## config.mk

```make
export PLATFORM = sky130hd
export DESIGN_NAME = fmul_72bit_issue
export DESIGN_NICKNAME = d
export VERILOG_FILES = /design/src/rtl/fmul_72bit_issue.sv
export SDC_FILE = /design/constraint.sdc
export NUM_CORES = 1
export LEC_CHECK = 0
export BUFFER_PORTS_ARGS = -buffer_cell sky130_fd_sc_hd__buf_2
export CAP_MARGIN = 30
export CORE_MARGIN = 5
export CORE_UTILIZATION = 41
export DETAILED_ROUTE_END_ITERATION = 7
export HOLD_SLACK_MARGIN = 0.15
export PLACE_DENSITY = 0.73
export RECOVER_POWER = 50
export SLEW_MARGIN = 20
export SYNTH_ARGS = -nofsm -noshare
export SYNTH_HDL_FRONTEND = slang
export SYNTH_SLANG_ARGS = --single-unit
```

## constraint.sdc

```tcl
create_clock -name iCLOCK -period 14.76 [get_ports iCLOCK]
set_input_delay 0 -clock iCLOCK [delete_from_list [all_inputs] [get_ports iCLOCK]]
set_output_delay 0 -clock iCLOCK [all_outputs]
set_load 0.05 [all_outputs]
```

## src/rtl/fmul_72bit_issue.sv

```systemverilog
// fmul_72bit_issue: credit-based issue/collect front end for a 72-bit float multiplier
//   iCLOCK, iRESET_SYNC        clock, synchronous active-high reset
//   iREQ/oBUSY/iDATA_A/B       client operand channel
//   oMUL_REQ/iMUL_BUSY/oMUL_A/B operand channel to the multiplier
//   iMUL_VALID/oMUL_BUSY/iMUL_DATA result channel from the multiplier
//   oVALID/iBUSY/oDATA         result channel to the client (FIFO head)
//   oREQ_COUNT/oRES_COUNT      issued / delivered transaction counters
module fmul_72bit_issue #(
    parameter int P_DEPTH   = 4,
    parameter int P_DEPTH_N = 2,
    parameter int P_CNT_W   = 16
) (
    input  logic               iCLOCK,
    input  logic               iRESET_SYNC,
    input  logic               iREQ,
    output logic               oBUSY,
    input  logic [71:0]        iDATA_A,
    input  logic [71:0]        iDATA_B,
    output logic               oMUL_REQ,
    input  logic               iMUL_BUSY,
    output logic [71:0]        oMUL_A,
    output logic [71:0]        oMUL_B,
    input  logic               iMUL_VALID,
    output logic               oMUL_BUSY,
    input  logic [71:0]        iMUL_DATA,
    output logic               oVALID,
    input  logic               iBUSY,
    output logic [71:0]        oDATA,
    output logic [P_CNT_W-1:0] oREQ_COUNT,
    output logic [P_CNT_W-1:0] oRES_COUNT
);
    typedef enum logic {IDLE, ISSUE} state_t;
    state_t               state_q, state_d;
    logic [71:0]          a_q, a_d, b_q, b_d;
    logic                 hold_q, hold_d;
    logic [P_DEPTH_N:0]   in_flight_q, in_flight_d, count_q, count_d;
    logic [P_DEPTH_N-1:0] wr_q, wr_d, rd_q, rd_d;
    logic [P_CNT_W-1:0]   req_cnt_q, req_cnt_d, res_cnt_q, res_cnt_d;
    logic [71:0]          mem_q [P_DEPTH];
    logic                 credit_ok, cli_xfer, mul_xfer, push, pop, full, empty;

    // Every outstanding multiply owns a FIFO slot, so results never back-pressure.
    assign credit_ok  = ((P_DEPTH_N+2)'(in_flight_q) + (P_DEPTH_N+2)'(count_q)) < (P_DEPTH_N+2)'(P_DEPTH);
    assign full       = count_q == (P_DEPTH_N+1)'(P_DEPTH);
    assign empty      = count_q == '0;
    assign oBUSY      = iRESET_SYNC | (state_q == ISSUE);
    assign oMUL_BUSY  = iRESET_SYNC | full;
    // hold_q keeps a raised request up until it transfers, even if credit drops.
    assign oMUL_REQ   = (state_q == ISSUE) & (credit_ok | hold_q);
    assign oMUL_A     = a_q;
    assign oMUL_B     = b_q;
    assign oVALID     = ~empty;
    assign oDATA      = empty ? '0 : mem_q[rd_q];
    assign oREQ_COUNT = req_cnt_q;
    assign oRES_COUNT = res_cnt_q;
    assign cli_xfer   = iREQ & ~oBUSY;
    assign mul_xfer   = oMUL_REQ & ~iMUL_BUSY;
    assign push       = iMUL_VALID & ~oMUL_BUSY;
    assign pop        = oVALID & ~iBUSY;

    always_comb begin
        state_d     = cli_xfer ? ISSUE : (mul_xfer ? IDLE : state_q);
        a_d         = cli_xfer ? iDATA_A : a_q;
        b_d         = cli_xfer ? iDATA_B : b_q;
        hold_d      = oMUL_REQ & ~mul_xfer;
        // A stray result with nothing in flight is still stored; in_flight floors at 0.
        in_flight_d = in_flight_q + (P_DEPTH_N+1)'(mul_xfer) - (P_DEPTH_N+1)'(push && in_flight_q != '0);
        count_d     = count_q + (P_DEPTH_N+1)'(push) - (P_DEPTH_N+1)'(pop);
        wr_d        = wr_q + P_DEPTH_N'(push);
        rd_d        = rd_q + P_DEPTH_N'(pop);
        req_cnt_d   = req_cnt_q + P_CNT_W'(mul_xfer);
        res_cnt_d   = res_cnt_q + P_CNT_W'(pop);
    end

    always_ff @(posedge iCLOCK) begin
        if (iRESET_SYNC) begin
            state_q     <= IDLE;
            a_q         <= '0;
            b_q         <= '0;
            hold_q      <= 1'b0;
            in_flight_q <= '0;
            count_q     <= '0;
            wr_q        <= '0;
            rd_q        <= '0;
            req_cnt_q   <= '0;
            res_cnt_q   <= '0;
        end else begin
            state_q     <= state_d;
            a_q         <= a_d;
            b_q         <= b_d;
            hold_q      <= hold_d;
            in_flight_q <= in_flight_d;
            count_q     <= count_d;
            wr_q        <= wr_d;
            rd_q        <= rd_d;
            req_cnt_q   <= req_cnt_d;
            res_cnt_q   <= res_cnt_d;
        end
    end

    always_ff @(posedge iCLOCK) begin
        if (push)
            mem_q[wr_q] <= iMUL_DATA;
    end
endmodule

```

==> summary.md <==
| Metric | Value |
|---|---|
| Congestion Overflow GR | 0 |
| First-pass GRT wire length | between 80000 and 90000 um |
| Terminating pin of the worst hold path | oMUL_B[30] |
| Reported net switching power | 1.48 mW |
| Die Y-Extent | between 200 and 250 um |
| Area added between synthesis and finish | 43.5% |
| WHS Path Cells | 4 |
| CTS root buf | sky130_fd_sc_hd__clkbuf_16 |
| Average footprint of a synthesized cell | 14.0 um^2 |
| Layer with the highest usage | met2 |
| Clock-pin slew on the worst setup and hold paths | 0.06 ns |
| Buffers added on ports | 473 |
| FF+latch count, synth | 476 |
| Fraction of the cycle the final worst path needs | 38.4% |
| Initial antenna violation count | 7 |
| Maximum single-stage delay on the critical path | 2.94 ns |
| Fillers | 3330 |
| Predominant post-synthesis flop cell | sky130_fd_sc_hd__edfxtp_1 |
| Pin slew with the least headroom to its limit | 4.03 ns |
| Worst reg2reg path depth | 6 |
| GR met2 Demand/Resource | 39.3% |
| Die Area | 48600 um^2 |
| Number of nets still failing antenna checks after routing | 0 |
| CP bufs+invs | 3 |
| Core Footprint | approximately 44000 um^2 |
| Critical path, cell by cell | dlygate4sd3_1 > clkbuf_1 > clkbuf_1 > nand2b_1 > o21ai_0 |
| Pin count of the biggest net entering global routing | 120 |
| Max H-tree Level | 2 |
| Unique masters post-synth | 38 |
| Time the worst path needs with I/O delays and setup | 5.67 ns |
| Violated checks | max-capacitance violations, max-slew violations |
| Part of the total power dissipated in combinational logic | a little under a third |
| Via count of the first global-routing pass | approximately 15000 |
| Routing usage on met3 | 6.09% |
| Number of maximum-capacitance violations | 2 |
| Cell Count Post-Placement | 2304 |
| Total wire length | 58400 um |
| Mean number of vias per cell | ~5 |
| Top-level port count | roughly 470 |
| Fraction of final layout cells with drive strength greater than 1 | 19.0% |
| Leak Pwr | around 9.4 nW |
| Setup repair after global routing missed its margin | no |
| Multi-input gate area | 5320 um^2 |
| Async set-reset flop share out of synthesis | 0% |
| Power Total | around 4.2 mW |
| Required arrival time at the worst endpoint | ~15 ns |
| Top-area cell type share of the netlist area | 47.6% |
| FF/Latch Area | 12400 um^2 |
| Half-perimeter wire length of the detailed placement result | 34100 um |
| Pins over their slew limit | a little under 200 |
| M1 GR Usage | between 20 and 30% |
| Tot GR Track Use | 23.0% |
| Power Internal | around 2.7 mW |
| Worst supply voltage drop on vdd | 0.121 mV |
| CP delay by family, top | buffers and inverters |
| TritonCTS clock tree | built |
| Cell row count | 77 |
| Number of hold violations in the final report | 0 |
| Crit Reg-Reg Startpoint | count_q[1] |
| Synth warn | 0 |
| Most area-hungry cell type in the Yosys netlist | sky130_fd_sc_hd__edfxtp_1 |
| Clock network fraction of design power | between 30% and 40% |
| Vias | 14070 |
| Max clock buf depth | 3 |
| Type of the setup path with the least slack | in -> reg |
| Worst slew margin | -168% |
| Timing-limited maximum frequency | 176 MHz |
| Number of buffers inserted during clock tree synthesis | 50 |
| Status | complete, but fails checks |
| Minimum setup slack among reg-to-reg paths | 11.69 ns |
| Clock network latency to the later pin of the worst-skew pair | just under 0.6 ns |
| Aggregate negative setup slack | 0 ns |
| Count of non-filler cells in the finished layout | about 2800 |
| EDFF count, synth | 288 |
| Starting density of the core | 41.3% |
| # clock sinks | 476 |
| Highest-delay cell along the critical path | sky130_fd_sc_hd__clkbuf_1 |
| Sequential fraction of design power | 37.5% |
| Gate Count Post-Synth | ~1300 |
| Die X | 221 um |
| Worst clock skew | ~0.019 ns |
| Kind of capture point of the worst setup path | flip-flop |
| Worst R2R End | mem_q[3][11] |
| Startpoint types | primary input |
| Remaining routing DRC violations | 0 |
| Drt wl/cell | 21.2 um |
| # setup viols final | 0 |
| Weighted congestion at the end of routability-driven global placement | 0.928 |
| Number of iterations in the first detailed-routing pass | 5 |
| Cell types with the largest area share after synthesis | sky130_fd_sc_hd__edfxtp_1 (48%), sky130_fd_sc_hd__dfxtp_1 (21%), sky130_fd_sc_hd__mux4_2 (8.9%), sky130_fd_sc_hd__nand2b_1 (5.0%), sky130_fd_sc_hd__o21ai_0 (3.8%) |
| Sw Share | 35.6% |
| Post-synthesis net count | roughly 1500 |
| Data arrival time of the worst path | 6.09 ns |
| Sequential element share of the synthesized area | 68.3% |
| Number of gates resized after cts | 0 |
| Initial DRC count | roughly 1100 |
| Number of nets in the layout | 2360 |
| Min-Delay Path Class | in -> reg |
| Power per cell area | about 160 nW/um^2 |
| Post-CTS setup buffers | 0 |
| Maximum fanout along the worst path | 119 |
| Netlist Area Pre-Place | 18200 um^2 |
| Dominant cell type by count on the critical path | sky130_fd_sc_hd__clkbuf_1 |
| Min-Delay Startpoint | iDATA_B[30] |
## tightest hold or removal path, cell delays in order
cell and delay [ns]:
sky130_fd_sc_hd__dlygate4sd3_1 0.52, sky130_fd_sc_hd__buf_2 0.10, sky130_fd_sc_hd__nand2_1 0.04, sky130_fd_sc_hd__o21ai_0 0.07
## routing by layer
| layer | part of all wire, % | vias up | wire length [um] |
|---|---|---|---|
| met5 | 0.022 | - | 13 |
| met4 | 7.2 | 2 | 4220 |
| met3 | 7.6 | 191 | 4460 |
| met2 | 49 | 717 | 28900 |
| met1 | 36 | 6863 | 20900 |
| li1 | - | 6297 | - |
## what timing repair did
action | 4_1_cts | 5_1_grt
endpoints found under the setup margin | 0 | 0
hold buffers | 358 | 0
endpoints found under the hold margin | 505 | 0
## synth_stat cells, types with 2 or more instances
cell type                  number
sky130_fd_sc_hd__buf_2         18
sky130_fd_sc_hd__or4_1          2
sky130_fd_sc_hd__nor3b_1        4
sky130_fd_sc_hd__nand4_1        9
sky130_fd_sc_hd__nand2b_1     146
sky130_fd_sc_hd__fa_1           2
sky130_fd_sc_hd__buf_4          3
sky130_fd_sc_hd__and4_1         2
sky130_fd_sc_hd__buf_1          4
sky130_fd_sc_hd__nand2_1      152
sky130_fd_sc_hd__or3_1          3
sky130_fd_sc_hd__xor2_1        10
sky130_fd_sc_hd__edfxtp_1     288
sky130_fd_sc_hd__ha_1          12
sky130_fd_sc_hd__o21ai_1        9
sky130_fd_sc_hd__nor2_1        33
sky130_fd_sc_hd__a21oi_1        7
sky130_fd_sc_hd__o21ai_0      137
sky130_fd_sc_hd__nor2b_1       11
sky130_fd_sc_hd__mux4_2        72
sky130_fd_sc_hd__nor4_1         7
sky130_fd_sc_hd__inv_1         14
sky130_fd_sc_hd__xnor2_1       19
sky130_fd_sc_hd__buf_6         10
sky130_fd_sc_hd__and2_1        72
sky130_fd_sc_hd__o31ai_1        2
sky130_fd_sc_hd__dfxtp_1      188
sky130_fd_sc_hd__clkbuf_1      41
sky130_fd_sc_hd__nand3_1       10
sky130_fd_sc_hd__nor3_1         7
## cells in the final DEF (no fill, tap or decap), types with 3 or more instances in the layout
cell	netlist	final
sky130_fd_sc_hd__dlygate4sd3_1	0	358
sky130_fd_sc_hd__edfxtp_1	288	288
sky130_fd_sc_hd__clkbuf_1	41	246
sky130_fd_sc_hd__buf_2	18	237
sky130_fd_sc_hd__dfxtp_1	188	186
sky130_fd_sc_hd__nand2_1	152	152
sky130_fd_sc_hd__nand2b_1	146	146
sky130_fd_sc_hd__o21ai_0	137	138
sky130_fd_sc_hd__mux4_2	72	72
sky130_fd_sc_hd__and2_1	72	72
sky130_fd_sc_hd__clkbuf_16	0	51
sky130_fd_sc_hd__nor2_1	33	33
sky130_fd_sc_hd__xnor2_1	19	19
sky130_fd_sc_hd__inv_1	14	14
sky130_fd_sc_hd__ha_1	12	12
sky130_fd_sc_hd__nor2b_1	11	11
sky130_fd_sc_hd__nand3_1	10	10
sky130_fd_sc_hd__xor2_1	10	10
sky130_fd_sc_hd__buf_4	3	10
sky130_fd_sc_hd__nand4_1	9	9
sky130_fd_sc_hd__diode_2	0	8
sky130_fd_sc_hd__o21ai_1	9	8
sky130_fd_sc_hd__nor3_1	7	7
sky130_fd_sc_hd__a21oi_1	7	7
sky130_fd_sc_hd__nor4_1	7	7
sky130_fd_sc_hd__bufinv_16	0	7
sky130_fd_sc_hd__clkinv_2	0	5
sky130_fd_sc_hd__inv_6	0	4
sky130_fd_sc_hd__clkbuf_8	0	4
sky130_fd_sc_hd__clkinvlp_4	0	3
sky130_fd_sc_hd__clkinv_4	0	3
sky130_fd_sc_hd__buf_16	0	3
## power by group through the flow
| stage | Sequential, mW | Clock, mW | Combinational [mW] |
|---|---|---|---|
| floorplan | 1.68 | 0 | 0.809 |
| CTS | 1.55 | 1.32 | 1.31 |
| global placement | 1.58 | 0 | 1.22 |
| global route | 1.57 | 1.38 | 1.37 |
| detailed placement | 1.58 | 0 | 1.23 |
| finish | 1.56 | 1.30 | 1.30 |
## registers in the layout, indices dropped and copies added (netlist names)
signal	flops
wr_q	2
oMUL_B	72
oREQ_COUNT	16
hold_q	1
count_q	3
state_q	1
rd_q	2
mem_q	288
oMUL_A	72
in_flight_q	3
oRES_COUNT	16
## worst max path at each step
stage,end,from,cells after the start
final,oMUL_A[38],iRESET_SYNC,5
after global routing,oMUL_A[38],iRESET_SYNC,5
after CTS,oDATA[32],rd_q[0],4
after detailed placement,mem_q[1][70],count_q[1],5
after global placement,mem_q[1][69],count_q[1],5
after floorplan,mem_q[1][0],count_q[1],4
## area by class of cell
class / instances / share of cell area [%]
tap: 592 / 2.84
antenna: 8 / 0.0768
sequential: 476 / 47.6
clock inverter: 23 / 1.30
clock buffer: 63 / 5.22
inverter: 14 / 0.202
multi-input combinational: 736 / 20.4
timing repair buffer: 846 / 22.3
## per-stage QoR
stage                     hold slack, ns  utilization, %  setup slack [ns]  cell area [um^2]
after global routing               0.167            59.2              8.71             26100
final                              0.180            59.2              9.09             26100
after floorplan                   0.0989               -              8.12             18200
after CTS                          0.150            59.8             11.39             26300
after detailed placement           0.198            47.8             11.73             21000
after global placement             0.190            47.7             11.86             21000
## kinds of logic (layout without fill, tap and decap cells)
family | after synthesis | after routing | synth area share (%)
and+or+nand+nor | 465 | 465 | 13.5
other | 0 | 8 | 0
buffers and inverters | 90 | 946 | 2.46
adders and majority gates | 14 | 14 | 1.05
xor gates and xnor gates | 29 | 29 | 1.40
muxes | 72 | 72 | 8.93
AOI/OAI and AO/OA | 156 | 156 | 4.35
DFF | 476 | 476 | 68.3
Power figures use the tool's default switching activity.
